--- src/rtl/uart_tx_arb_if.sv ---
// Handshake bundle between the four requesters, the arbiter and the UART TX sequencer.
// master = arbiter side, slave = requesters plus sequencer side.
interface uart_tx_arb_if #(
   parameter int DATA_W = 8
);
   logic [3:0]          req;
   logic [4*DATA_W-1:0] req_data;
   logic                tx_busy;
   logic                tx_en;
   logic [DATA_W-1:0]   tx_data;
   logic [3:0]          grant;
   logic [3:0]          ack;
   logic [3:0]          done;
   logic                err;

   modport master (
      input  req, req_data, tx_busy,
      output tx_en, tx_data, grant, ack, done, err
   );

   modport slave (
      output req, req_data, tx_busy,
      input  tx_en, tx_data, grant, ack, done, err
   );
endinterface

--- src/rtl/uart_tx_arb.sv ---
// Four-way arbiter in front of a UART TX sequencer: picks one requester, launches its byte, tracks busy.
// Build option UART_TX_ARB_RR_EN selects round-robin; without it selection is fixed priority (index 0 highest).
//
// state     | meaning
// ----------+-----------------------------------------------------------
// IDLE      | no owner, grant = 0; sample req and latch the winner
// LAUNCH    | single cycle: tx_en and ack[winner] high
// WAIT_BUSY | wait for tx_busy to rise; BUSY_TO cycles without it -> err
// WAIT_DONE | sequencer busy; its fall ends the transaction with done
module uart_tx_arb #(
   parameter int DATA_W  = 8,
   parameter int BUSY_TO = 16
) (
   input logic           clk_50M,
   input logic           rst_n,
   uart_tx_arb_if.master bus
);

   localparam int               CNT_W    = (BUSY_TO > 1) ? $clog2(BUSY_TO) : 1;
   localparam logic [CNT_W-1:0] CNT_LAST = CNT_W'(BUSY_TO - 1);

   typedef enum logic [1:0] {
      IDLE,
      LAUNCH,
      WAIT_BUSY,
      WAIT_DONE
   } state_t;

   state_t            state;
   logic [CNT_W-1:0]  to_cnt;
   logic [1:0]        win_idx;
   logic              win_vld;
   logic [3:0]        win_oh;
   logic [DATA_W-1:0] win_data;

`ifdef UART_TX_ARB_RR_EN
   logic [1:0] rr_ptr;
   logic [1:0] cand;

   // Walk offsets 4..1 so the closest requester after the last winner is written last and wins.
   always_comb begin
      win_idx = 2'd0;
      win_vld = 1'b0;
      cand    = 2'd0;
      for (int k = 4; k >= 1; k--) begin
         cand = rr_ptr + 2'(k);
         if (bus.req[cand]) begin
            win_idx = cand;
            win_vld = 1'b1;
         end
      end
   end

   always_ff @(posedge clk_50M) begin
      if (!rst_n) begin
         rr_ptr <= 2'd3;
      end else if (state == IDLE && win_vld) begin
         rr_ptr <= win_idx;
      end
   end
`else
   always_comb begin
      win_idx = 2'd0;
      win_vld = |bus.req;
      for (int k = 3; k >= 0; k--) begin
         if (bus.req[k]) begin
            win_idx = 2'(k);
         end
      end
   end
`endif

   always_comb begin
      win_oh   = 4'b0001 << win_idx;
      win_data = bus.req_data[win_idx*DATA_W +: DATA_W];
   end

   always_ff @(posedge clk_50M) begin
      if (!rst_n) begin
         state       <= IDLE;
         to_cnt      <= '0;
         bus.tx_en   <= 1'b0;
         bus.tx_data <= '0;
         bus.grant   <= '0;
         bus.ack     <= '0;
         bus.done    <= '0;
         bus.err     <= 1'b0;
      end else begin
         bus.tx_en <= 1'b0;
         bus.ack   <= '0;
         bus.done  <= '0;
         bus.err   <= 1'b0;

         unique case (state)
            IDLE: begin
               if (win_vld) begin
                  bus.tx_data <= win_data;
                  bus.grant   <= win_oh;
                  bus.tx_en   <= 1'b1;
                  bus.ack     <= win_oh;
                  state       <= LAUNCH;
               end
            end

            LAUNCH: begin
               to_cnt <= '0;
               state  <= WAIT_BUSY;
            end

            WAIT_BUSY: begin
               if (bus.tx_busy) begin
                  to_cnt <= '0;
                  state  <= WAIT_DONE;
               end else if (to_cnt == CNT_LAST) begin
                  // Sequencer never accepted the launch: abandon without done.
                  bus.err   <= 1'b1;
                  bus.grant <= '0;
                  to_cnt    <= '0;
                  state     <= IDLE;
               end else begin
                  to_cnt <= to_cnt + 1'b1;
               end
            end

            WAIT_DONE: begin
               if (!bus.tx_busy) begin
                  bus.done  <= bus.grant;
                  bus.grant <= '0;
                  state     <= IDLE;
               end
            end

            default: begin
               state <= IDLE;
            end
         endcase
      end
   end

endmodule

--- src/flat_wrapper.sv ---
// flat-port wrapper written by rule: the top's interface ports become plain ports
module uart_tx_arb_flat 
#(
   parameter int DATA_W  = 8,
   parameter int BUSY_TO = 16
)
  (clk_50M, rst_n, bus_req, bus_req_data, bus_tx_busy, bus_tx_en, bus_tx_data, bus_grant, bus_ack, bus_done, bus_err);
  uart_tx_arb_if #(.DATA_W(DATA_W)) bus_i ();
  input logic clk_50M;
  input logic rst_n;
  input wire logic [$bits(bus_i.req)-1:0] bus_req;
  input wire logic [$bits(bus_i.req_data)-1:0] bus_req_data;
  input wire logic [$bits(bus_i.tx_busy)-1:0] bus_tx_busy;
  output wire logic [$bits(bus_i.tx_en)-1:0] bus_tx_en;
  output wire logic [$bits(bus_i.tx_data)-1:0] bus_tx_data;
  output wire logic [$bits(bus_i.grant)-1:0] bus_grant;
  output wire logic [$bits(bus_i.ack)-1:0] bus_ack;
  output wire logic [$bits(bus_i.done)-1:0] bus_done;
  output wire logic [$bits(bus_i.err)-1:0] bus_err;
  assign bus_i.req = bus_req;
  assign bus_i.req_data = bus_req_data;
  assign bus_i.tx_busy = bus_tx_busy;
  assign bus_tx_en = bus_i.tx_en;
  assign bus_tx_data = bus_i.tx_data;
  assign bus_grant = bus_i.grant;
  assign bus_ack = bus_i.ack;
  assign bus_done = bus_i.done;
  assign bus_err = bus_i.err;
  uart_tx_arb #(.DATA_W(DATA_W), .BUSY_TO(BUSY_TO)) u_core (.clk_50M(clk_50M), .rst_n(rst_n), .bus(bus_i));
endmodule
--- config.mk ---
export PLATFORM = sky130hd
export DESIGN_NAME = uart_tx_arb_flat
export DESIGN_NICKNAME = d
export VERILOG_FILES = /design/src/rtl/uart_tx_arb_if.sv /design/src/rtl/uart_tx_arb.sv /design/src/flat_wrapper.sv
export SDC_FILE = /design/constraint.sdc
export NUM_CORES = 1
export LEC_CHECK = 0
export BUFFER_PORTS_ARGS = -buffer_cell sky130_fd_sc_hd__buf_2
export CAP_MARGIN = 20
export CELL_PAD_IN_SITES_DETAIL_PLACEMENT = 2
export CELL_PAD_IN_SITES_GLOBAL_PLACEMENT = 2
export CORE_MARGIN = 1.5
export CORE_UTILIZATION = 28
export CTS_CLUSTER_SIZE = 12
export DETAILED_ROUTE_END_ITERATION = 8
export GPL_TIMING_DRIVEN = 0
export PLACE_DENSITY = 0.87
export SLEW_MARGIN = 20
export SYNTH_ARGS = -nofsm -noshare
export SYNTH_HDL_FRONTEND = slang
export SYNTH_SLANG_ARGS = --single-unit
--- constraint.sdc ---
create_clock -name clk_50M -period 3.25 [get_ports clk_50M]
set_input_delay 0.325 -clock clk_50M [delete_from_list [all_inputs] [get_ports clk_50M]]
set_output_delay 0.325 -clock clk_50M [all_outputs]
set_load 0.01 [all_outputs]
# Yosys cells after proc, flatten, opt, wreduce, memory -nomap -nowiden
# Cells that the tools add are included.
# word_totals
reg_bits	28
input_bits	39
word_cells	53
# op_classes
addsub	1
eq_ne	9
n_shift	2
n_mux	19
bitwise_logic	3
n_reduce_logical	11
# op_table
operator	n
32-bit by 6-bit variable part select with 8-bit output	1
4-bit 2-to-1 mux	6
2-bit 2-to-1 mux	8
4-bit case mux with 3 select lines	1
2-bit case mux with 4 select lines	1
4-bit case mux with 2 select lines	1
3-bit AND reduction	2
3-bit OR reduction	2
5-bit AND reduction	1
4-bit by 1-bit adder with 4-bit output, second input constant	1
2-bit equality test, second input constant	2
4-bit equality test, second input constant	1
2-bit by 1-bit != test with 1-bit output, second input constant	2
2-bit != test, second input constant	2
2-bit AND reduction	2
4-bit OR reduction	1
1-bit by 2-bit << shifter with 4-bit output, first input constant	1
3-bit by 2-bit != test with 1-bit output, second input constant	1
1-bit NOT	3
3-bit nonzero test	1
2-bit by 1-bit equality test with 1-bit output, second input constant	1
2-bit logical NOT	1
1-bit 2-to-1 mux	2
2-bit nonzero test	1

# Longest topological paths before layout
# Gate-level depths: netlist (run 1).
# logic_depth
depth_word	7
ltp_mapped	6
depth_no_buf	6

# Worst setup path after synthesis (run 1)
# No wires, ideal clock.
# synth_timing
kind	reg-to-reg
start	register u_core.state[0]
end	register u_core.bus.grant[0]
setup_time_ps	125
t_arrival_ps	1314
required_ps	3125
slack_ps	1811
path_stages_with_launch	6
n_path_buf	0
synth_period_minus_slack_ps	1439
cell_sequence	dfxtp_1 -> inv_1 -> ha_1 -> o21ai_0 -> nand3_1 -> mux2i_1
# synth_via
elab_chain_cells	3
word_cells_on_any_way	10
cone_classes	6 x eq/ne; 1 x mux; 3 x reduce/logical
# synth_lines
item	line_no	source
from (decl)	uart_tx_arb.sv:29	state_t state;
from (signal assigned)	uart_tx_arb.sv:80	state <= IDLE;
from (signal assigned)	uart_tx_arb.sv:101	state <= LAUNCH;
from (signal assigned)	uart_tx_arb.sv:107	state <= WAIT_BUSY;
2-bit equality test or 2-bit logical NOT (tied branches)	uart_tx_arb.sv:94	unique case (state)
2-bit by 1-bit != test with 1-bit output (no source line) (tied with other cells)	n/a	
5-bit AND reduction (no source line)	n/a	
to (signal assigned)	uart_tx_arb.sv:98	bus.grant <= win_oh;
to (decl)	uart_tx_arb_if.sv:18	output tx_en, tx_data, grant, ack, done, err
# Parallel ways exist; a longest one is shown, timed or not.
# A chain may end at the register's enable or synchronous reset.

# Worst setup path in the final report (run 1)
# layout_timing
start	register u_core.state[0]
end	register u_core.bus.grant[1]
# Same word-level chain as after synthesis.

==> results.md, run 1 <==
* Met1 Routed Length at 2008 µm
* Metal3 WL at 261 µm
* Status: finished clean
* Critical path launch point type: flop
* FF-to-FF path depth at 5
* Core Footprint at 0.004786 mm²
* Post-Synth Adder-Cell Area at 0.05324
* Final min period at 1792 ps
* Via/cell ratio at 4.893
* Total GRT Usage at 0.1717
* Die height at 73.97 µm
* Io pins at 61
* XOR/XNOR Fraction of Synth Area at 0.006211
* Max Transition Viols Final at 0
* Setup ws final at 1458 ps
* Asr flop ratio synth at 0
* Post-DP HPWL at 3435 µm
* Fraction of layout cells with a size suffix above 1 at 0.3463
* Largest net degree at the start of global routing at 17
* Max-cap violations at 0
* First-pass GRT wire length at 7258 µm
* Mux cell area share after synthesis at 0.03549
* Placer Congestion at 0.7291
* Internal power at 0.0008149 W
* Maximum root-to-sink buffer count at 2
* CP Cell Sequence: inv_1 > ha_1 > o21ai_0 > nand3_1 > mux2i_1
* Setup slack, reg-to-reg at 1460 ps
* Syn_nets at 212
* CP arrival at 1960 ps
* Net Sw Frac at 0.3761
* Setup TNS at 0 ps
* Clock power frac at 0.216
* Max rail drop VDD at 0.2620 mV
* Cts bufs inserted at 3
* H-tree depth at 1
* Hold Crit Class: input pin to flop
* Max incr delay on CP at 440 ps
* Worst path depth at 5
* Synth area leader: dfxtp_1
* Vias post-DR at 1458
* Post-synth EDFFs at 0
* Final setup vio count at 0
* Relative slew slack at 0.6840
* CP bufs+invs at 1
* Top FF cell, synth: dfxtp_1
* Synth Register Bits at 28
* WHS Endpoint: u_core.bus.tx_data[4]
* Pleak at 0.8505 nW
* Pre-CTS setup slack at 1493 ps
* Critical path class: flop to flop
* Final-layout fill cell count at 577
* Clock latency at the later pin of the worst-skew pair at 280 ps
* Reg clk slew, reported paths at 100 ps
* Power Dens Cells at 700.1 mW/mm²
* Hold_sp: bus_req_data[4]
* Nets at 277
* Main combinational cell family by area after synthesis: simple AND/OR/NAND/NOR gates
* Initial Utilization at 0.2946
* CTS Hold Bufs at 0
* Clock Skew at 3.619 ps
* Simple-gate share of the synthesized area at 0.2635
* Post-CTS Setup Repair Bufs at 0
* Synth top area share at 0.3975
* Critical Path Fanout Max at 5
* Synth Instances at 167
* Hold Vio Cnt, Final at 0
* Synth Area per Inst at 8.444 µm²
* RSZ-0062 raised after global routing: no
* Critical Path End Type: flop
* Post-synthesis compound-gate area fraction at 0.2094
* Utilization after layout at 0.3898
* DR WL/cell at 15.01 µm
* Unique masters post-synth at 30
* Final cycle utilization of the critical path at 0.5514
* Part of the total power dissipated in combinational logic at 0.421
* WP data required at 3420 ps
* Tightest Pin Transition at 474.0 ps
* Die outline width at 73.97 µm
* CTS tree: yes
* Root Driver: clkbuf_8
* Initial antenna violation count at 0
* Synth top area cells: dfxtp_1, a21oi_1, ha_1
* Clock sinks at 28
* Top Family by Delay on Critical Path: flip-flops
* Detail Route Antenna Nets at 0
* Total Wirelength at 4474 µm
* # diodes at 0
* Mapped cell area at 0.001410 mm²
* Die area at 0.005471 mm²
* Net Sw Power at 0.0004912 W
* Post-cts sizing count at 0
* Sequential share of power at 0.363
* Yosys warning count at 0
* Residual DRC at 0
* Met2 WL post-DR at 2192 µm
* Final Power at 0.001306 W
* Worst reg2reg endpoint: u_core.bus.grant[1]
* FF-to-FF Start: u_core.state[0]
* Layout area overhead at 32.30%
* Drt pass-1 iters at 2
* Vias in the first global route at 1534
* Site Rows at 25
* Sequential element share of the synthesized area at 0.3975
* Grt total ovfl at 0
* Hold Path Cell Cnt at 3
* Fin cells at 298
* Port Buffers at 60
* F_max at 0.5581 GHz
* Initial DRC Count at 33
* Top sig layer: met4
* DP Cell Count at 294
* CP max-delay cell: dfxtp_1
==> stage by stage <==
step | hold slack (ps) | instance area, µm²
floorplan | 477.5 | 1410
global placement | 460.0 | 1794
detailed placement | 474.0 | 1794
CTS | 303.5 | 1866
global route | 325.9 | 1866
finish | 305.3 | 1866
==> synthesized netlist by cell type, drive strengths merged (2+ instances only) <==
| master | instances |
|---|---|
| dfxtp | 28 |
| o21ai | 19 |
| a21oi | 18 |
| nand2 | 14 |
| nor2b | 12 |
| or2 | 9 |
| a22oi | 8 |
| and2 | 6 |
| and3 | 6 |
| ha | 6 |
| clkbuf | 5 |
| mux2i | 5 |
| buf | 4 |
| nor3 | 4 |
| inv | 3 |
| nand3 | 3 |
| nand3b | 3 |
| nor3b | 3 |
| nand4 | 2 |
| nor2 | 2 |
==> sequential cells by signal, summed over array words and instances, names as in the netlist <==
register,cells
u_core.bus.tx_data,8
u_core.bus.ack,4
u_core.bus.done,4
u_core.bus.grant,4
u_core.to_cnt,4
u_core.state,2
u_core.bus.err,1
u_core.bus.tx_en,1
==> worst max path at each step <==
stage	slack, ps	to	start
floorplan	1810	u_core.bus.grant[0]	u_core.state[0]
global placement	1600	u_core.bus.grant[1]	u_core.state[0]
detailed placement	1490	u_core.bus.grant[1]	u_core.state[0]
CTS	1430	u_core.bus.grant[1]	u_core.state[0]
global route	1310	u_core.bus.grant[3]	u_core.state[0]
finish	1460	u_core.bus.grant[1]	u_core.state[0]
==> power groups by stage <==
stage          Clock (W)  Combinational, W  Sequential [W]
4_1_cts         0.000291          0.000559        0.000475
6_report        0.000282          0.000550        0.000474
3_3_place_gp           0          0.000530        0.000476
5_1_grt         0.000306          0.000617        0.000483
3_5_place_dp           0          0.000549        0.000479
2_1_floorplan          0          0.000333        0.000502
==> layer usage <==
| metal | GRT usage | vias to the layer above |
|---|---|---|
| met1 | 0.2005 | 696 |
| met2 | 0.3185 | 45 |
| met4 | 0.03086 | 0 |
| li1 | - | 715 |
| met5 | 0 | - |
| met3 | 0.04201 | 2 |
==> logic make-up after synthesis <==
group / Yosys count
AND/OR/NAND/NOR: 66
AO/OA/AOI/OAI: 49
flip-flops: 28
buffers and inverters: 12
adder cells (fa/ha/maj): 6
multiplexers: 5
XOR/XNOR: 1
==> area by class of cell <==
| class | instances | area (µm²) | area share |
|---|---|---|---|
| tap | 67 | 83.83 | 0.04494 |
| inverter | 3 | 11.26 | 0.006036 |
| buffer | 9 | 37.54 | 0.02012 |
| clock inverter | 1 | 30.03 | 0.01610 |
| multi-input combinational | 127 | 800.8 | 0.4292 |
| sequential | 28 | 560.5 | 0.3005 |
| clock buffer | 3 | 41.29 | 0.02213 |
| timing repair buffer | 60 | 300.3 | 0.1610 |
==> worst reg2reg max path, cell delays in order (launching register included) <==
cell	delay, ps
dfxtp_1	440
inv_1	130
ha_1	260
o21ai_0	350
nand3_1	310
mux2i_1	190
==> cell usage in the layout (no fill, tap or decap), types with 6 or more instances in the layout <==
cell type  instances
dfxtp_1           28
o21ai_1            6
o21ai_0           11
buf_2             63
ha_1               6
nand2_1           14
and3_1             6
nor2b_1           12
a21oi_1           18
and2_1             6
a22oi_1            8
or2_2              9
No activity file was read; power rests on OpenSTA's default activity.
==> run 2: changes to the inputs <==
- ABC_AREA: default -> 1
- CORE_UTILIZATION: 28 -> 22
- PLACE_DENSITY: 0.87 -> 0.78
- clock period: 3.25 -> 1.5 ns (I/O delays scaled with it)
==> results.md, run 2 <==
* Status: finished clean (unchanged)
* Root Driver: clkbuf_8 (unchanged)
* Post-synth top cells: nand2_1, nor2_1, dfxtp_1, nand3_1, inv_1 (was dfxtp_1, a21oi_1, nand2_1)
* H-tree depth at 1 (unchanged)
* Pre-CTS setup slack at -184.2 ps (was 1493 ps)
* Io pins at 61 (unchanged)
* Site Rows at 30 (was 25)
* Pleak at 1.069 nW (was 0.8505 nW)
* F_max at 0.7161 GHz (was 0.5581 GHz)
* Top Family by Delay on Critical Path: simple AND/OR/NAND/NOR gates (was flip-flops)
* Residual DRC at 0 (unchanged)
* Mapped cell area at 0.001529 mm² (was 0.001410 mm²)
* Core Footprint at 0.006756 mm² (was 0.004786 mm²)
* Largest net degree at the start of global routing at 17 (unchanged)
* Max Transition Viols Final at 0 (unchanged)
* CP max-delay cell: dfxtp_4 (was dfxtp_1)
* Clock sinks at 28 (unchanged)
* Total Wirelength at 4975 µm (was 4474 µm)
* Relative slew slack at 0.7003 (was 0.6840)
* Most frequent cells in the layout: buf_2, nand2_1, nor2_1 (was buf_2, dfxtp_1, a21oi_1)
* CP arrival at 1610 ps (was 1960 ps)
* CTS tree: yes (unchanged)
* Initial DRC Count at 44 (was 33)
* Via/cell ratio at 4.524 (was 4.893)
* Maximum root-to-sink buffer count at 2 (unchanged)
* Final Power at 0.002367 W (was 0.001306 W)
* Critical Path Fanout Max at 4 (was 5)
* Critical Path Most Common Cell: nand2_1
* Utilization after layout at 0.3031 (was 0.3898)
* Top FF cell, synth: dfxtp_1 (unchanged)
* Post-synth EDFFs at 0 (unchanged)
* Synth Area per Inst at 6.677 µm² (was 8.444 µm²)
* Post-DP HPWL at 3997 µm (was 3435 µm)
* Cts bufs inserted at 3 (unchanged)
* Synth top area share at 0.3666 (was 0.3975)
* Initial Utilization at 0.2263 (was 0.2946)
* Setup ws final at 103.6 ps (was 1458 ps)
* Most numerous cell in the Yosys netlist: nand2_1 (was dfxtp_1)
* Total GRT Usage at 0.1448 (was 0.1717)
* Final Instance Area at 0.002048 mm² (was 0.001866 mm²)
* Area post-placement at 0.001929 mm² (was 0.001794 mm²)
* Asr flop ratio synth at 0 (unchanged)
* First-pass GRT wire length at 8424 µm (was 7258 µm)
* Vias in the first global route at 1738 (was 1534)
* Critical path class: flop to flop (unchanged)
* Max incr delay on CP at 370 ps (was 440 ps)
* Max FFs per register at 8 (unchanged)
* Power Dens Cells at 1156 mW/mm² (was 700.1 mW/mm²)
* Drt pass-1 iters at 3 (was 2)
* Die area at 0.007459 mm² (was 0.005471 mm²)
* WP data required at 1720 ps (was 3420 ps)
* Placer Congestion at 0.7638 (was 0.7291)
* Port Buffers at 60 (unchanged)
* Layout area overhead at 33.96% (was 32.30%)
* Hold Slack at 160.7 ps (was 305.3 ps)
* Yosys warning count at 0 (unchanged)
* Final min period at 1396 ps (was 1792 ps)
* Critical path launch point type: flop (unchanged)
* Detail Route Antenna Nets at 0 (unchanged)
* Fraction of layout cells with a size suffix above 1 at 0.3027 (was 0.3463)
* Syn_nets at 274 (was 212)
* Critical Path End Type: flop (unchanged)
* Biggest register: u_core.bus.tx_data (unchanged)
* Unique masters post-synth at 22 (was 30)
* Hold Vio Cnt, Final at 0 (unchanged)
* Die outline width at 86.37 µm (was 73.97 µm)
* Grt total ovfl at 0 (unchanged)
* Reg clk slew, reported paths at 100 ps (about the same)
* Synth Register Bits at 28 (unchanged)
* Max-cap violations at 0 (unchanged)
* Sequential element share of the synthesized area at 0.3666 (was 0.3975)
* CP bufs+invs at 2 (was 1)
* # diodes at 0 (unchanged)
* Final setup vio count at 0 (unchanged)
* Synth Instances at 229 (was 167)
* CP Cell Sequence: inv_2 > ha_2 > inv_1 > nor2_1 > nand2_1 > nand3_1 > nand2_1 > a21oi_1 (was inv_1 > ha_1 > o21ai_0 > nand3_1 > mux2i_1)
* Final cycle utilization of the critical path at 0.9310 (was 0.5514)
* Synth area leader: dfxtp_1 (unchanged)
* Max rail drop VDD at 0.2672 mV (was 0.2620 mV)
* Commonest non-fill, non-tap cell in the layout: buf_2 (unchanged)
* Synth top area cells: dfxtp_1, nand2_1, nor2_1 (was dfxtp_1, a21oi_1, ha_1)
* Hold Crit Class: input pin to flop (unchanged)
* Tightest Pin Transition at 449.6 ps (was 474.0 ps)
* Clock latency at the later pin of the worst-skew pair at 290 ps (was 280 ps)
* Clock Skew at 6.029 ps (was 3.619 ps)
* Vias post-DR at 1692 (was 1458)
* Die height at 86.37 µm (was 73.97 µm)
* DR WL/cell at 13.30 µm (was 15.01 µm)
* Nets at 340 (was 277)
* Initial antenna violation count at 0 (unchanged)
==> run 2: cell types whose count changed after synthesis, moves of 8 or more <==
cell,before,now
nor2b_1,12,0
a21oi_1,18,4
nand3_1,3,28
inv_1,3,26
a22oi_1,8,0
nor2_1,2,43
nand4_1,2,10
nand2_1,14,54
or2_2,9,0
==> run 2: metrics by stage <==
step / setup TNS, ps / cells
3_5_place_dp: -1308 / 369
4_1_cts: 0 / 374
2_1_floorplan: 0 / 229
3_3_place_gp: -500.7 / 369
6_report: 0 / 374
5_1_grt: -15.29 / 374
==> run 2: final cells by class <==
class | count | area, µm²
multi-input combinational | 168 | 858.3
tap | 80 | 100.1
timing repair buffer | 61 | 307.8
fill | 850 | 4708
inverter | 27 | 101.3
buffer | 6 | 43.79
clock buffer | 3 | 41.29
clock inverter | 1 | 30.03
sequential | 28 | 565.5
==> run 2: path summary, 6_finish.rpt <==
path / from / end / slack [ps] / cells past startpoint
max: u_core.state[0] / u_core.state[1] / 100 / 8
min: bus_tx_busy / u_core.bus.err / 160 / 2
max reg2reg: u_core.state[0] / u_core.state[1] / 100 / 8
min reg2reg: u_core.bus.grant[0] / u_core.bus.done[0] / 460 / 2
==> run 2: cells by family after synthesis <==
kind of cell	after synthesis	share of synthesized area
and+or+nand+nor	143	0.4165
DFF	28	0.3666
buffers and inverters	33	0.09328
adders and majority gates	6	0.04910
AOI/OAI and AO/OA	19	0.07448
==> run 2: repair_timing <==
action,CTS,global route
hold buffers,0,0
setup buffers,1,0
setup endpoints to repair,18,18
pin swaps,0,1
endpoints found under the hold margin,0,0
gates cloned,0,0
gates resized for setup,6,10
==> run 2: per-layer routing <==
metal / GRT usage / vias up / part of all wire / routed length (µm)
met5: 0 / - / 0 / 0
met4: 0.07038 / 0 / 0.021 / 103
met3: 0.03524 / 5 / 0.064 / 316
met2: 0.2493 / 47 / 0.49 / 2446
met1: 0.1676 / 778 / 0.42 / 2108
li1: - / 862 / - / -
==> run 2: report_power, final <==
group / internal [W] / total (W) / switching (W)
Combinational: 0.000332 / 0.000831 / 0.000499
Sequential: 0.000863 / 0.000930 / 0.0000668
Clock: 0.000358 / 0.000607 / 0.000249
Total: 0.00155 / 0.00237 / 0.000814
==> run 3: changes to the inputs <==
- CTS_BUF_LIST: default -> sky130_fd_sc_hd__clkbuf_8 sky130_fd_sc_hd__clkbuf_16
- SKIP_CTS_REPAIR_TIMING: default -> 1
- clock period: 1.5 -> 1.1 ns (I/O delays scaled with it)
==> results.md, run 3 (same netlist as run 2, synthesis figures left out) <==
* Area post-placement at 0.001976 mm² (was 0.001929 mm²)
* First-pass GRT wire length at 8866 µm (was 8424 µm)
* Placer Congestion at 0.7447 (was 0.7638)
* Max FFs per register at 8 (unchanged)
* Total Wirelength at 5658 µm (was 4975 µm)
* Critical path class: flop to flop (unchanged)
* Commonest non-fill, non-tap cell in the layout: buf_2 (unchanged)
* Final Instance Area at 0.002237 mm² (was 0.002048 mm²)
* Hold Vio Cnt, Final at 0 (unchanged)
* Via/cell ratio at 4.542 (was 4.524)
* Clock Skew at 9.501 ps (was 6.029 ps)
* Port Buffers at 60 (unchanged)
* Core Footprint at 0.006756 mm² (unchanged)
* Failing checks: setup timing
* Hold_sp: bus_tx_busy (unchanged)
* Final setup vio count at 22 (was 0)
* FF-to-FF Start: u_core.state[1] (was u_core.state[0])
* Residual DRC at 0 (unchanged)
* Pre-CTS setup slack at -379.1 ps (was -184.2 ps)
* DP Cell Count at 369 (unchanged)
* Root Driver: clkbuf_8 (unchanged)
* Layout area overhead at 46.32% (was 33.96%)
* Net Sw Power at 0.001328 W (was 0.0008140 W)
* Vias in the first global route at 1813 (was 1738)
* Die outline width at 86.37 µm (unchanged)
* Final cycle utilization of the critical path at 1.260 (was 0.9310)
* Status: complete, but fails checks (was finished clean)
* Part of the total power dissipated in combinational logic at 0.411 (was 0.351)
* DR WL/cell at 14.89 µm (was 13.30 µm)
* Post-DP HPWL at 4172 µm (was 3997 µm)
* H-tree depth at 1 (unchanged)
* # diodes at 0 (unchanged)
* Relative slew slack at 0.6953 (was 0.7003)
* Largest net degree at the start of global routing at 17 (unchanged)
* Pleak at 1.124 nW (was 1.069 nW)
* WP data required at 1300 ps (was 1720 ps)
* Initial antenna violation count at 0 (unchanged)
* F_max at 0.7213 GHz (was 0.7161 GHz)
* FF-to-FF path depth at 8 (unchanged)
* Drt pass-1 iters at 4 (was 3)
* Fraction of layout cells with a size suffix above 1 at 0.4033 (was 0.3027)
* Power Dens Cells at 1582 mW/mm² (was 1156 mW/mm²)
* Clock latency at the later pin of the worst-skew pair at 300 ps (was 290 ps)
* Tightest Pin Transition at 457.0 ps (was 449.6 ps)
* Net Sw Frac at 0.3752 (was 0.3438)
* Initial DRC Count at 41 (was 44)
* Site Rows at 30 (unchanged)
* Critical Path End Type: flop (unchanged)
* Detail Route Antenna Nets at 0 (unchanged)
* Final-layout fill cell count at 831 (was 850)
* Max Transition Viols Final at 0 (unchanged)
* Nets at 346 (was 340)
* Utilization after layout at 0.3311 (was 0.3031)
* CP arrival at 1590 ps (was 1610 ps)
* Critical Path Fanout Max at 5 (was 4)
* Setup slack, reg-to-reg at -290 ps (was 100 ps)
* Hold Crit Class: input pin to flop (unchanged)
* Io pins at 61 (unchanged)
* Worst Setup SP: u_core.state[1] (was u_core.state[0])
* Max rail drop VDD at 0.4832 mV (was 0.2672 mV)
* Total GRT Usage at 0.1535 (was 0.1448)
* Maximum root-to-sink buffer count at 2 (unchanged)
* Worst reg2reg endpoint: u_core.bus.tx_data[0] (was u_core.state[1])
* Most frequent cells in the layout: buf_2, nand2_1, nor2_1 (unchanged)
* Die height at 86.37 µm (unchanged)
* Critical path launch point type: flop (unchanged)
* Clock sinks at 28 (unchanged)
* Hold Slack at 124.2 ps (was 160.7 ps)
* Biggest register: u_core.bus.tx_data (unchanged)
* Vias post-DR at 1726 (was 1692)
* Fin cells at 380 (was 374)
* Cts bufs inserted at 3 (unchanged)
* CTS tree: yes (unchanged)
* RSZ-0062 raised after global routing: yes
* Sequential share of power at 0.364 (was 0.393)
* Die area at 0.007459 mm² (unchanged)
* Setup ws final at -286.4 ps (was 103.6 ps)
* Final min period at 1386 ps (was 1396 ps)
* CP endpoint: u_core.bus.tx_data[0] (was u_core.state[1])
* Reg clk slew, reported paths at 110 ps (was 100 ps)
* Initial Utilization at 0.2263 (unchanged)
* Clock power frac at 0.225 (was 0.256)
* Max-cap violations at 0 (unchanged)
* Internal power at 0.002211 W (was 0.001553 W)
* Grt total ovfl at 0 (unchanged)
run 3: cell count changes in the layout (fill, tap and decap cells not counted), sizes merged:
cell,before,now
buf,66,72
bufinv,1,0
clkbuf,4,5
run 3: metal layers:
layer,up-vias,part of all wire,global-route usage
li1,873,-,-
met1,799,0.45,0.1885
met2,48,0.49,0.2685
met3,6,0.046,0.02857
met4,0,0.016,0.05279
met5,-,0,0
run 3: final cells by class:
class	count	area (µm²)	area share
Buffer	6	47.55	0.02125
Clock buffer	4	66.31	0.02964
Inverter	27	111.4	0.04978
Multi-Input combinational cell	168	977.2	0.4368
Sequential cell	28	570.5	0.2550
Tap cell	80	100.1	0.04474
Timing Repair Buffer	67	364.1	0.1628
run 3: worst min-delay path by stage:
| stage | endpoint | slack (ps) | depth (start not counted) |
|---|---|---|---|
| after floorplan | u_core.bus.err | 190 | 1 |
| after global placement | u_core.bus.err | 400 | 2 |
| after detailed placement | u_core.bus.err | 400 | 2 |
| after CTS | u_core.bus.err | 90 | 2 |
| after global routing | u_core.bus.err | 160 | 2 |
| final | u_core.bus.err | 120 | 2 |
run 3: critical path: stages (launching register included):
cell,delay (ps)
dfxtp_4,400
inv_4,80
ha_4,160
inv_4,40
a21oi_4,210
buf_6,170
nand2_2,60
nor2_2,110
nor2_1,40
run 3: per-stage QoR:
step	total power, W	TNS (ps)
5_1_grt	0.003772	-5998
3_5_place_dp	0.002441	-5035
2_1_floorplan	0.002028	-845.5
4_1_cts	0.003228	-5763
6_report	0.003539	-4335
3_3_place_gp	0.002394	-4197
run 3: power by group through the flow:
| stage | clock, W | combinational [W] | sequential (W) |
|---|---|---|---|
| after floorplan | 0 | 0.000683 | 0.00134 |
| after global placement | 0 | 0.00110 | 0.00129 |
| after detailed placement | 0 | 0.00114 | 0.00130 |
| after CTS | 0.000789 | 0.00116 | 0.00128 |
| after global routing | 0.000845 | 0.00161 | 0.00131 |
| final | 0.000798 | 0.00145 | 0.00129 |
